File: src/rtl/mac_feed_16.sv
// mac_feed_16: feeds a run of operand pairs into a 16x16 MAC and reports that run's dot product.
//   clk, rst           rising-edge clock, asynchronous active-high reset
//   start, len         run request and its pair count, sampled in IDLE
//   in_valid/in_ready  operand handshake; in_a/in_b are the pair
//   dataa, datab       registered operands to the MAC
//   clk_en             registered MAC accumulate enable
//   mac_acc            MAC accumulator readback
//   busy, done, result not-idle flag, completion pulse, run dot product
module mac_feed_16 #(
    parameter int LEN_W = 10
) (
    input  logic             clk,
    input  logic             rst,
    input  logic             start,
    input  logic [LEN_W-1:0] len,
    input  logic             in_valid,
    output logic             in_ready,
    input  logic [15:0]      in_a,
    input  logic [15:0]      in_b,
    output logic [15:0]      dataa,
    output logic [15:0]      datab,
    output logic             clk_en,
    input  logic [63:0]      mac_acc,
    output logic             busy,
    output logic             done,
    output logic [63:0]      result
);
    typedef enum logic [1:0] {IDLE, RUN, DRAIN, CAPT} state_t;
    state_t           state;
    logic [63:0]      base;
    logic [LEN_W-1:0] remaining;
    assign in_ready = state == RUN;
    assign busy     = state != IDLE;
    always_ff @(posedge clk or posedge rst) begin
        if (rst) begin
            state     <= IDLE;
            dataa     <= '0;
            datab     <= '0;
            clk_en    <= 1'b0;
            done      <= 1'b0;
            result    <= '0;
            base      <= '0;
            remaining <= '0;
        end else begin
            done <= 1'b0;
            case (state)
                IDLE: begin
                    clk_en <= 1'b0;
                    if (start && len != '0) begin
                        base      <= mac_acc;
                        remaining <= len;
                        state     <= RUN;
                    end else if (start) begin
                        result <= '0;
                        done   <= 1'b1;
                    end
                end
                RUN: begin
                    clk_en <= in_valid;
                    if (in_valid) begin
                        dataa     <= in_a;
                        datab     <= in_b;
                        remaining <= remaining - LEN_W'(1);
                        if (remaining == LEN_W'(1)) state <= DRAIN;
                    end
                end
                // final pair is accumulated by the MAC at the edge leaving DRAIN
                DRAIN: begin
                    clk_en <= 1'b0;
                    state  <= CAPT;
                end
                // modular difference makes accumulator wrap-around harmless
                default: begin
                    result <= mac_acc - base;
                    done   <= 1'b1;
                    state  <= IDLE;
                end
            endcase
        end
    end
endmodule
File: config.mk
export PLATFORM = sky130hd
export DESIGN_NAME = mac_feed_16
export DESIGN_NICKNAME = d
export VERILOG_FILES = /design/src/rtl/mac_feed_16.sv
export SDC_FILE = /design/constraint.sdc
export NUM_CORES = 1
export LEC_CHECK = 0
export BUFFER_PORTS_ARGS = -buffer_cell sky130_fd_sc_hd__buf_2
export CORE_UTILIZATION = 32
export CTS_CLUSTER_DIAMETER = 200
export DETAILED_ROUTE_END_ITERATION = 12
export HOLD_SLACK_MARGIN = 0.05
export MAX_ROUTING_LAYER = met4
export PLACE_DENSITY_LB_ADDON = 0.1
export SETUP_SLACK_MARGIN = 0.4
export SLEW_MARGIN = 20
export SYNTH_ARGS = -nofsm -noshare
export SYNTH_HDL_FRONTEND = slang
export SYNTH_SLANG_ARGS = --single-unit
export TNS_END_PERCENT = 1
File: constraint.sdc
create_clock -name clk -period 12.86 [get_ports clk]
set_input_delay 0.643 -clock clk [delete_from_list [all_inputs] [get_ports clk]]
set_output_delay 0.643 -clock clk [all_outputs]
set_load 0.02 [all_outputs]
==> impl_metrics.prom, run 1 <==
# TYPE chip_impl_metric gauge
chip_impl_metric{name="dieHeight",unit="µm"} 181
chip_impl_metric{name="drt-initial-drc-count",unit=""} 410
chip_impl_metric{name="timing.max_slew.rel_slack",unit="%"} 38.8
chip_impl_metric{name="post_synth_instance_area",unit="mm²"} 0.0103
chip_impl_metric{name="finalCritPeriodShare",unit="%"} 27.6
chip_impl_metric{name="hold_buffers",unit=""} 0
chip_impl_metric{name="number_of_instances_resized_during_post_cts_repair",unit=""} 0
chip_impl_metric{name="grt_antenna_before_repair",unit=""} 1
chip_impl_metric{name="area_growth_from_synthesis_to_final_layout",unit="%"} 19.6
chip_impl_metric{name="die_x",unit="µm"} 181
chip_impl_metric{name="synth_seq_area_share",unit="%"} 42.4
chip_impl_metric{name="synth_largest_type_area_fraction",unit="%"} 42.4
chip_impl_metric{name="grt_pass1_wl",unit="µm"} 45700
chip_impl_metric{name="setup_tns",unit="ns"} 0
chip_impl_info{name="clockRootBuffer",value="sky130_fd_sc_hd__clkbuf_16"} 1
chip_impl_metric{name="synth_cell_type_count",unit=""} 66
chip_impl_info{name="outcome",value="finished clean"} 1
chip_impl_info{name="holdCritPathClass",value="in -> async"} 1
chip_impl_metric{name="clk_pin_slew",unit="ns"} 0.07
chip_impl_metric{name="post_synth.cell_area_avg",unit="µm²"} 8.90
chip_impl_metric{name="synth.net_count",unit=""} 1337
chip_impl_info{name="setup_crit_start_kind",value="flop"} 1
chip_impl_metric{name="max-cap-violations",unit=""} 0
chip_impl_metric{name="design_area",unit="mm²"} 0.0123
chip_impl_metric{name="port_buffers",unit=""} 209
chip_impl_info{name="rsz0062_at_grt",value="false"} 1
chip_impl_metric{name="crit_arrival",unit="ns"} 3.90
chip_impl_info{name="yosys.area.top_type",value="sky130_fd_sc_hd__dfrtp_1"} 1
chip_impl_metric{name="floorplan.rows",unit=""} 65
chip_impl_metric{name="setup_violations",unit=""} 0
chip_impl_metric{name="grt-ovfl-total",unit=""} 0
chip_impl_metric{name="drt_total_wl",unit="µm"} 28200
chip_impl_metric{name="area_fraction_in_compound_gates_after_synthesis",unit="%"} 21.3
chip_impl_metric{name="layout-drive-gt1-share",unit="%"} 21.9
chip_impl_metric{name="start_util",unit="%"} 32.6
chip_impl_metric{name="synth_edf_count",unit=""} 0
chip_impl_metric{name="ys_seq_elements",unit=""} 174
chip_impl_metric{name="postPlaceCellArea",unit="mm²"} 0.0117
chip_impl_info{name="path_delay_family",value="compound AO/OA/AOI/OAI gates"} 1
chip_impl_metric{name="clkLatencyLatePin",unit="ns"} 0.45
chip_impl_info{name="critical_path.endpoint_type",value="flop"} 1
chip_impl_metric{name="htree_num_levels",unit=""} 4
chip_impl_metric{name="synthesis.instances",unit=""} 1155
chip_impl_info{name="criticalPathCategory",value="reg -> reg"} 1
chip_impl_metric{name="drcViolationCount",unit=""} 0
chip_impl_info{name="crit_path_cell_trace",value="ha_1, fa_1, and2b_1, o2111ai_1, a211o_1, nand2_2, a31o_4, o41ai_2, o31a_1, o41a_1, o21a_1, o311ai_1"} 1
chip_impl_info{name="postSynth.topFlopCell",value="sky130_fd_sc_hd__dfrtp_1"} 1
chip_impl_metric{name="cts_num_sinks",unit=""} 174
chip_impl_info{name="synth.top_cells.by_area",value="sky130_fd_sc_hd__dfrtp_1 42%, sky130_fd_sc_hd__ha_1 8.6%, sky130_fd_sc_hd__o21ai_0 6.8%"} 1
chip_impl_metric{name="synth_xor_xnor_area_share",unit="%"} 5.20
chip_impl_metric{name="report.final.hold_viol_count",unit=""} 0
chip_impl_metric{name="critical_path.max_stage_delay",unit="ns"} 0.48
chip_impl_metric{name="synth.yosys.warnings",unit=""} 0
chip_impl_metric{name="overall_track_demand_over_capacity_in_global_routing",unit="%"} 18.1
chip_impl_metric{name="per_cell_via_count_in_the_routed_design",unit=""} 4.91
chip_impl_metric{name="antenna_left",unit=""} 0
chip_impl_metric{name="muxShareOfSynthArea",unit="%"} 3.84
chip_impl_metric{name="p_leak",unit="nW"} 5.84
chip_impl_metric{name="cp_num_buf_inv",unit=""} 0
chip_impl_metric{name="max_slew_violation_total_from_the_final_report",unit=""} 0
chip_impl_info{name="cts_tree",value="built"} 1
chip_impl_metric{name="fin_util",unit="%"} 39.0
chip_impl_metric{name="worstMarginPinSlew",unit="ns"} 0.918
chip_impl_metric{name="vias",unit=""} 8591
chip_impl_metric{name="period_needed",unit="ns"} 3.56
chip_impl_metric{name="floorplan.io_pins",unit=""} 210
chip_impl_metric{name="timing.critical_path.fanout_max",unit=""} 3
chip_impl_info{name="crit_path_top_delay_cell",value="sky130_fd_sc_hd__o41a_1"} 1
chip_impl_metric{name="cts_buffer_depth",unit=""} 2
chip_impl_metric{name="routedWlPerCell",unit="µm"} 16.1
chip_impl_metric{name="die_footprint",unit="mm²"} 0.0328
chip_impl_metric{name="filler_cell_count",unit=""} 3279
chip_impl_metric{name="post-dp-hpwl",unit="µm"} 21600
chip_impl_metric{name="vdd.ir_drop.worst",unit="V"} 0.000134
chip_impl_info{name="combinational_family_with_the_most_area_after_synthesis",value="compound AO/OA/AOI/OAI gates"} 1
chip_impl_metric{name="synth_simple_gate_area_share",unit="%"} 13.3
chip_impl_metric{name="detailedRoute.firstPassIterationCount",unit=""} 5
chip_impl_metric{name="adder_cell_area_share_of_the_yosys_netlist",unit="%"} 8.84
chip_impl_metric{name="vias_in_the_first_global_route",unit=""} 8426
chip_impl_metric{name="routabilityCongestion",unit=""} 0.835
chip_impl_metric{name="cp.required",unit="ns"} 13.20
chip_impl_metric{name="cts.repair_timing.setup_buffer_count",unit=""} 0
chip_impl_metric{name="cts_made_buffers",unit=""} 17
chip_impl_metric{name="floorplan.core_area",unit="mm²"} 0.0316
chip_impl_metric{name="asyncSetResetFlopFracSynth",unit="%"} 100
chip_impl_metric{name="power.density_cell_area",unit="mW/mm²"} 296
chip_impl_metric{name="fin_nets",unit=""} 1514
chip_impl_metric{name="clock-skew-final",unit="ns"} 0.00986
chip_impl_metric{name="grt_max_degree",unit=""} 83
chip_impl_metric{name="max_freq",unit="MHz"} 281
==> report_power, final <==
part           internal [mW]  leakage (nW)  total [mW]  switching, mW
combinational          0.778          3.43        2.12           1.34
sequential             0.835          2.10       0.962          0.128
clock                  0.321         0.307       0.562          0.241
total                   1.93          5.84        3.64           1.71
==> final cells by class <==
class | instances | area, µm² | share of cell area [%]
Antenna cell | 1 | 2.50 | 0.0204
Multi-Input combinational cell | 842 | 5410 | 44.0
Sequential cell | 174 | 4350 | 35.4
Clock buffer | 19 | 453 | 3.68
Tap cell | 402 | 503 | 4.09
Inverter | 83 | 317 | 2.58
Timing Repair Buffer | 214 | 1080 | 8.81
Clock inverter | 13 | 175 | 1.42
==> cells in the final DEF, fill, tap and decap left out, types with 22 or more instances in the layout <==
cell type	count
sky130_fd_sc_hd__inv_1	82
sky130_fd_sc_hd__dfrtp_1	174
sky130_fd_sc_hd__xnor2_1	28
sky130_fd_sc_hd__nor2_1	27
sky130_fd_sc_hd__nand2_1	184
sky130_fd_sc_hd__ha_1	71
sky130_fd_sc_hd__xor2_1	33
sky130_fd_sc_hd__o21ai_1	22
sky130_fd_sc_hd__o21ai_0	139
sky130_fd_sc_hd__a21o_1	34
sky130_fd_sc_hd__buf_2	209
sky130_fd_sc_hd__a21oi_1	83
sky130_fd_sc_hd__mux2_2	35
==> routing by layer <==
| metal | routed length (µm) | global-route usage, % | vias up | part of all wire, % |
|---|---|---|---|---|
| met5 | 0 | - | - | 0 |
| met4 | 372 | 4.61 | 0 | 1.3 |
| met3 | 1170 | 3.51 | 17 | 4.1 |
| met2 | 12800 | 28.3 | 195 | 45 |
| met1 | 13900 | 24.1 | 3997 | 49 |
| li1 | - | - | 4382 | - |
==> flip-flops by register name, indices dropped and copies added (netlist names) <==
register,cells
base,64
clk_en,1
dataa,16
datab,16
done,1
remaining,10
result,64
state,2
==> worst paths after layout <==
path	slack (ns)	endpoint	from	depth (start not counted)
max reg2reg	9.30	result[50]	base[0]	12
max	9.30	result[50]	base[0]	12
min reg2reg	0.47	result[18]	result[18]	2
min	0.19	dataa[0]	rst	2
max in group asynchronous	11.43	base[58]	rst	3
min in group clk	0.42	base[62]	mac_acc[62]	3
==> cell usage after synthesis, drive strengths merged, types with 3 or more instances <==
library cell    n
a211oi          6
a21o           34
a21oi          83
a22o            3
a31oi          12
and2            5
and3            8
buf            10
clkbuf         46
dfrtp         174
ha             71
inv            83
mux2           35
nand2         185
nand2b          8
nand3          21
nand4          14
nor2           27
nor2b           6
nor3           15
nor4            6
o211ai         11
o21a            8
o21ai         162
o21bai          9
o22ai          10
o31a            3
o31ai           5
o41ai           4
or3             3
xnor2          28
xor2           33
==> cell families (layout without fill, tap and decap cells) <==
group / Yosys count / in the layout
other cells: 0 / 1
mux: 35 / 35
compound gates: 367 / 367
xor+xnor: 61 / 61
flops: 174 / 174
fa+ha+maj: 72 / 72
simple gates: 307 / 307
buf+inv: 139 / 329
==> metrics by stage <==
stage | setup slack, ns | total power, mW | std cells | hold slack (ns)
3_3_place_gp | 8.96 | 3.10 | 1715 | 0.457
4_1_cts | 9.30 | 3.70 | 1747 | 0.188
2_1_floorplan | 7.50 | 2.50 | 1155 | 0.501
5_1_grt | 9.06 | 3.97 | 1748 | 0.204
6_report | 9.30 | 3.64 | 1748 | 0.187
3_5_place_dp | 8.89 | 3.12 | 1715 | 0.465
==> worst reg2reg max path: stages, from the launching register on <==
cell,delay [ns]
sky130_fd_sc_hd__dfrtp_1,0.40
sky130_fd_sc_hd__ha_1,0.20
sky130_fd_sc_hd__fa_1,0.39
sky130_fd_sc_hd__and2b_1,0.23
sky130_fd_sc_hd__o2111ai_1,0.14
sky130_fd_sc_hd__a211o_1,0.38
sky130_fd_sc_hd__nand2_2,0.11
sky130_fd_sc_hd__a31o_4,0.19
sky130_fd_sc_hd__o41ai_2,0.12
sky130_fd_sc_hd__o31a_1,0.37
sky130_fd_sc_hd__o41a_1,0.48
sky130_fd_sc_hd__o21a_1,0.21
sky130_fd_sc_hd__o311ai_1,0.22
No activity file was read; power rests on OpenSTA's default activity.
==> run 2, diff against run 1 <==
Settings changed: ABC_AREA set to 1.
Clock period 12.86 ns to 2.9 ns, I/O delays scaled along.
==> run 2 against run 1 <==
Effect of this change:
- register-to-register slack lost 8.8 ns
- combinational power rose to 5.4 times the previous value
- sequential power grew to 4.4 times the previous value
- via count rose by 48%
- non-clock buffer count rose by 112
- synthesized area grew 25%
- critical endpoint is now result[42]
==> impl_metrics.prom, run 2 <==
# TYPE chip_impl_metric gauge
chip_impl_metric{name="cts_num_sinks",unit=""} 174
chip_impl_info{name="crit_path_top_delay_cell",value="sky130_fd_sc_hd__dfrtp_1"} 1
chip_impl_metric{name="floorplan.io_pins",unit=""} 210
chip_impl_metric{name="setup_violations",unit=""} 0
chip_impl_metric{name="power.net_switching",unit="mW"} 9.44
chip_impl_metric{name="routabilityCongestion",unit=""} 0.949
chip_impl_metric{name="p_leak",unit="nW"} 9.39
chip_impl_metric{name="synthesis.instances",unit=""} 2002
chip_impl_info{name="outcome",value="finished clean"} 1
chip_impl_metric{name="port_buffers",unit=""} 209
chip_impl_metric{name="asyncSetResetFlopFracSynth",unit="%"} 100
chip_impl_metric{name="die_x",unit="µm"} 202
chip_impl_metric{name="cts_buffer_depth",unit=""} 2
chip_impl_metric{name="layout.cells.non_filler",unit=""} 2844
chip_impl_metric{name="grt_pass1_wl",unit="µm"} 67700
chip_impl_metric{name="synth.net_count",unit=""} 2184
chip_impl_info{name="rr_startpoint",value="base[0]"} 1
chip_impl_metric{name="dieHeight",unit="µm"} 202
chip_impl_metric{name="seqPwrFrac",unit="%"} 23.8
chip_impl_metric{name="drt-initial-drc-count",unit=""} 647
chip_impl_metric{name="synth.yosys.warnings",unit=""} 0
chip_impl_metric{name="grt_antenna_before_repair",unit=""} 0
chip_impl_metric{name="cp_num_buf_inv",unit=""} 2
chip_impl_metric{name="area_growth_from_synthesis_to_final_layout",unit="%"} 26.0
chip_impl_metric{name="vdd.ir_drop.worst",unit="V"} 0.000465
chip_impl_metric{name="antenna_cells_inserted",unit=""} 0
chip_impl_metric{name="drt_total_wl",unit="µm"} 42800
chip_impl_metric{name="cts_made_buffers",unit=""} 17
chip_impl_info{name="post-synth-top-count-cell",value="sky130_fd_sc_hd__nand2_1"} 1
chip_impl_info{name="cts_tree",value="built"} 1
chip_impl_metric{name="routedWlPerCell",unit="µm"} 15.0
chip_impl_metric{name="clock-skew-final",unit="ns"} 0.0124
chip_impl_metric{name="report.final.hold_viol_count",unit=""} 0
chip_impl_info{name="setup_crit_start_kind",value="flop"} 1
chip_impl_metric{name="seqCellArea",unit="mm²"} 0.00435
chip_impl_metric{name="power_switching_share",unit="%"} 52.4
chip_impl_metric{name="clk_pin_slew",unit="ns"} 0.07
chip_impl_metric{name="filler_cell_count",unit=""} 4271
chip_impl_metric{name="synth_largest_type_area_fraction",unit="%"} 34.0
chip_impl_metric{name="vias_in_the_first_global_route",unit=""} 12400
chip_impl_metric{name="period_needed",unit="ns"} 2.40
chip_impl_info{name="synth.top_cells.by_area",value="sky130_fd_sc_hd__dfrtp_1 34%, sky130_fd_sc_hd__nand2_1 22%, sky130_fd_sc_hd__inv_1 12%"} 1
chip_impl_metric{name="critical_path.max_stage_delay",unit="ns"} 0.40
chip_impl_info{name="clockRootBuffer",value="sky130_fd_sc_hd__clkbuf_16"} 1
chip_impl_info{name="criticalPathCategory",value="reg -> reg"} 1
chip_impl_metric{name="detailedRoute.firstPassIterationCount",unit=""} 5
chip_impl_metric{name="drcViolationCount",unit=""} 0
chip_impl_metric{name="max_freq",unit="MHz"} 417
chip_impl_info{name="yosys.area.top_type",value="sky130_fd_sc_hd__dfrtp_1"} 1
chip_impl_info{name="min-delay-start",value="len[3]"} 1
chip_impl_metric{name="floorplan.core_area",unit="mm²"} 0.0391
chip_impl_info{name="synth_top_cells_by_count",value="735 x sky130_fd_sc_hd__nand2_1, 414 x sky130_fd_sc_hd__inv_1, 180 x sky130_fd_sc_hd__nor2_1, 174 x sky130_fd_sc_hd__dfrtp_1, 122 x sky130_fd_sc_hd__a21oi_1"} 1
chip_impl_metric{name="vias",unit=""} 12700
chip_impl_metric{name="die_footprint",unit="mm²"} 0.0409
chip_impl_info{name="layout.cells.most_common_list",value="734 x sky130_fd_sc_hd__nand2_1, 413 x sky130_fd_sc_hd__inv_1, 209 x sky130_fd_sc_hd__buf_2"} 1
chip_impl_info{name="largest_regs",value="base x64, result x64"} 1
chip_impl_metric{name="area_used_by_multi_input_combinational_logic",unit="mm²"} 0.00674
chip_impl_metric{name="clockPowerShare",unit="%"} 13.1
chip_impl_metric{name="per_cell_via_count_in_the_routed_design",unit=""} 4.46
chip_impl_metric{name="start_util",unit="%"} 32.8
chip_impl_metric{name="worstMarginPinSlew",unit="ns"} 0.734
chip_impl_info{name="final_common_cell",value="sky130_fd_sc_hd__nand2_1"} 1
chip_impl_metric{name="ys_seq_elements",unit=""} 174
chip_impl_metric{name="grt_max_degree",unit=""} 175
chip_impl_metric{name="layout-drive-gt1-share",unit="%"} 15.2
chip_impl_info{name="holdCritPathClass",value="in -> reg"} 1
chip_impl_metric{name="intPower",unit="mW"} 8.57
chip_impl_metric{name="worstRegToRegCells",unit=""} 14
chip_impl_metric{name="timing.critical_path.fanout_max",unit=""} 4
chip_impl_info{name="crit-reg2reg-capture",value="result[42]"} 1
chip_impl_metric{name="synth_seq_area_share",unit="%"} 34.0
chip_impl_metric{name="post_synth_instance_area",unit="mm²"} 0.0128
chip_impl_metric{name="clkLatencyLatePin",unit="ns"} 0.47
chip_impl_metric{name="post_synth.cell_area_avg",unit="µm²"} 6.40
chip_impl_metric{name="post-dp-hpwl",unit="µm"} 33800
chip_impl_info{name="crit_path_frequent_cell",value="sky130_fd_sc_hd__nand2_1"} 1
chip_impl_info{name="postSynth.topFlopCell",value="sky130_fd_sc_hd__dfrtp_1"} 1
chip_impl_metric{name="antenna_left",unit=""} 0
chip_impl_metric{name="finalCritPeriodShare",unit="%"} 82.6
chip_impl_metric{name="fin_nets",unit=""} 2495
chip_impl_metric{name="crit_arrival",unit="ns"} 2.76
chip_impl_metric{name="max_slew_violation_total_from_the_final_report",unit=""} 0
chip_impl_metric{name="overall_track_demand_over_capacity_in_global_routing",unit="%"} 22.2
chip_impl_metric{name="synth_cell_type_count",unit=""} 38
chip_impl_metric{name="htree_num_levels",unit=""} 4
chip_impl_metric{name="setup_tns",unit="ns"} 0
chip_impl_info{name="path_delay_family",value="simple AND/OR/NAND/NOR gates"} 1
chip_impl_info{name="rsz0062_at_grt",value="true"} 1
chip_impl_metric{name="timing.max_slew.rel_slack",unit="%"} 51.1
chip_impl_metric{name="power.density_cell_area",unit="mW/mm²"} 1110
chip_impl_metric{name="combPwrFrac",unit="%"} 63.1
chip_impl_metric{name="cp.required",unit="ns"} 3.26
chip_impl_info{name="crit_path_cell_trace",value="ha_1, fa_1, inv_1, nand3_1, inv_1, nand3_1, nand3_2, nand3_1, nand2_1, nand2_1, nand2_1, nand2_1, nand3_1, nand2_1"} 1
chip_impl_metric{name="grt-ovfl-total",unit=""} 0
chip_impl_metric{name="worst-r2r-setup-slack",unit="ns"} 0.50
chip_impl_info{name="critical_path.endpoint_type",value="flop"} 1
chip_impl_metric{name="number_of_instances_on_the_worst_hold_path",unit=""} 5
chip_impl_metric{name="floorplan.rows",unit=""} 72
chip_impl_info{name="worstHoldEndpoint",value="remaining[3]"} 1
chip_impl_metric{name="synth_edf_count",unit=""} 0
chip_impl_metric{name="place.detailed.instances",unit=""} 2704
chip_impl_metric{name="max-cap-violations",unit=""} 0
[run 2: changes by cell type after synthesis, sizes merged, moves of 11 or more]
cell	previous run	this run
a21o	34	0
a21oi	83	122
a31oi	12	1
buf	10	25
clkbuf	46	9
inv	83	418
nand2	185	760
nand3	21	82
nor2	27	201
o21ai	162	49
xnor2	28	7
xor2	33	1
[run 2: through the flow]
stage | total power [mW] | setup slack, ns | util [%] | instance area [µm²] | hold WS [ns]
after floorplan | 12.0 | 0.530 | - | 12800 | 0.288
after detailed placement | 15.7 | 0.434 | 37.0 | 14500 | 0.382
after CTS | 18.3 | 0.427 | 41.2 | 16100 | 0.0606
final | 18.0 | 0.505 | 41.3 | 16200 | 0.0912
after global placement | 15.6 | 0.463 | 37.0 | 14500 | 0.379
after global routing | 19.8 | 0.310 | 41.3 | 16200 | 0.105
[run 2: kinds of logic (layout without fill, tap and decap cells)]
logic type	after synthesis	count (layout)	synth area share (%)
buffers and inverters	454	778	13.7
XOR/XNOR	8	8	0.546
multiplexers	33	33	2.90
adder cells (fa/ha/maj)	72	72	7.08
AND/OR/NAND/NOR	1075	1075	34.2
flip-flops	174	174	34.0
AO/OA/AOI/OAI	186	186	7.56
[run 2: repair_timing]
action	CTS	global route
hold buffers	107	0
endpoints found under the hold margin	175	0
gates resized for setup	0	2
buffers inserted	0	0
endpoints found under the setup margin	0	13
[run 2: how the worst max path moves through the flow]
stage,from,end,cells past startpoint
final,base[0],result[42],14
after global routing,base[0],result[48],14
after CTS,base[0],result[44],14
after detailed placement,base[0],result[44],14
after global placement,base[0],result[44],14
after floorplan,rst,base[0],1
[run 2: cell type report]
class / count / share of cell area, %
repair buffers: 326 / 13.9
well taps: 518 / 4.01
inverters: 420 / 9.78
multi-input cells: 1374 / 41.7
clock buffers: 18 / 2.66
clock inverters: 14 / 0.937
flip-flops and latches: 174 / 27.0
[run 2: tightest hold or removal path: stages]
cell and delay (ns):
sky130_fd_sc_hd__buf_2 0.10, sky130_fd_sc_hd__inv_1 0.07, sky130_fd_sc_hd__o21ai_0 0.08, sky130_fd_sc_hd__nand2_1 0.07, sky130_fd_sc_hd__nand2_1 0.05
[run 2: power by group through the flow]
| stage | Combinational, mW | Sequential [mW] | Clock [mW] |
|---|---|---|---|
| 6_report | 11.4 | 4.28 | 2.37 |
| 3_5_place_dp | 11.3 | 4.34 | 0 |
| 5_1_grt | 12.8 | 4.44 | 2.57 |
| 2_1_floorplan | 6.97 | 5.04 | 0 |
| 4_1_cts | 11.5 | 4.30 | 2.47 |
| 3_3_place_gp | 11.3 | 4.31 | 0 |
[run 2: per-layer routing]
| metal | track usage [%] | share of wire, % | up-vias |
|---|---|---|---|
| met5 | - | 0 | - |
| met4 | 7.12 | 2.7 | 0 |
| met3 | 3.95 | 4.3 | 47 |
| met2 | 36.1 | 47 | 249 |
| met1 | 28.0 | 46 | 5720 |
| li1 | - | - | 6664 |
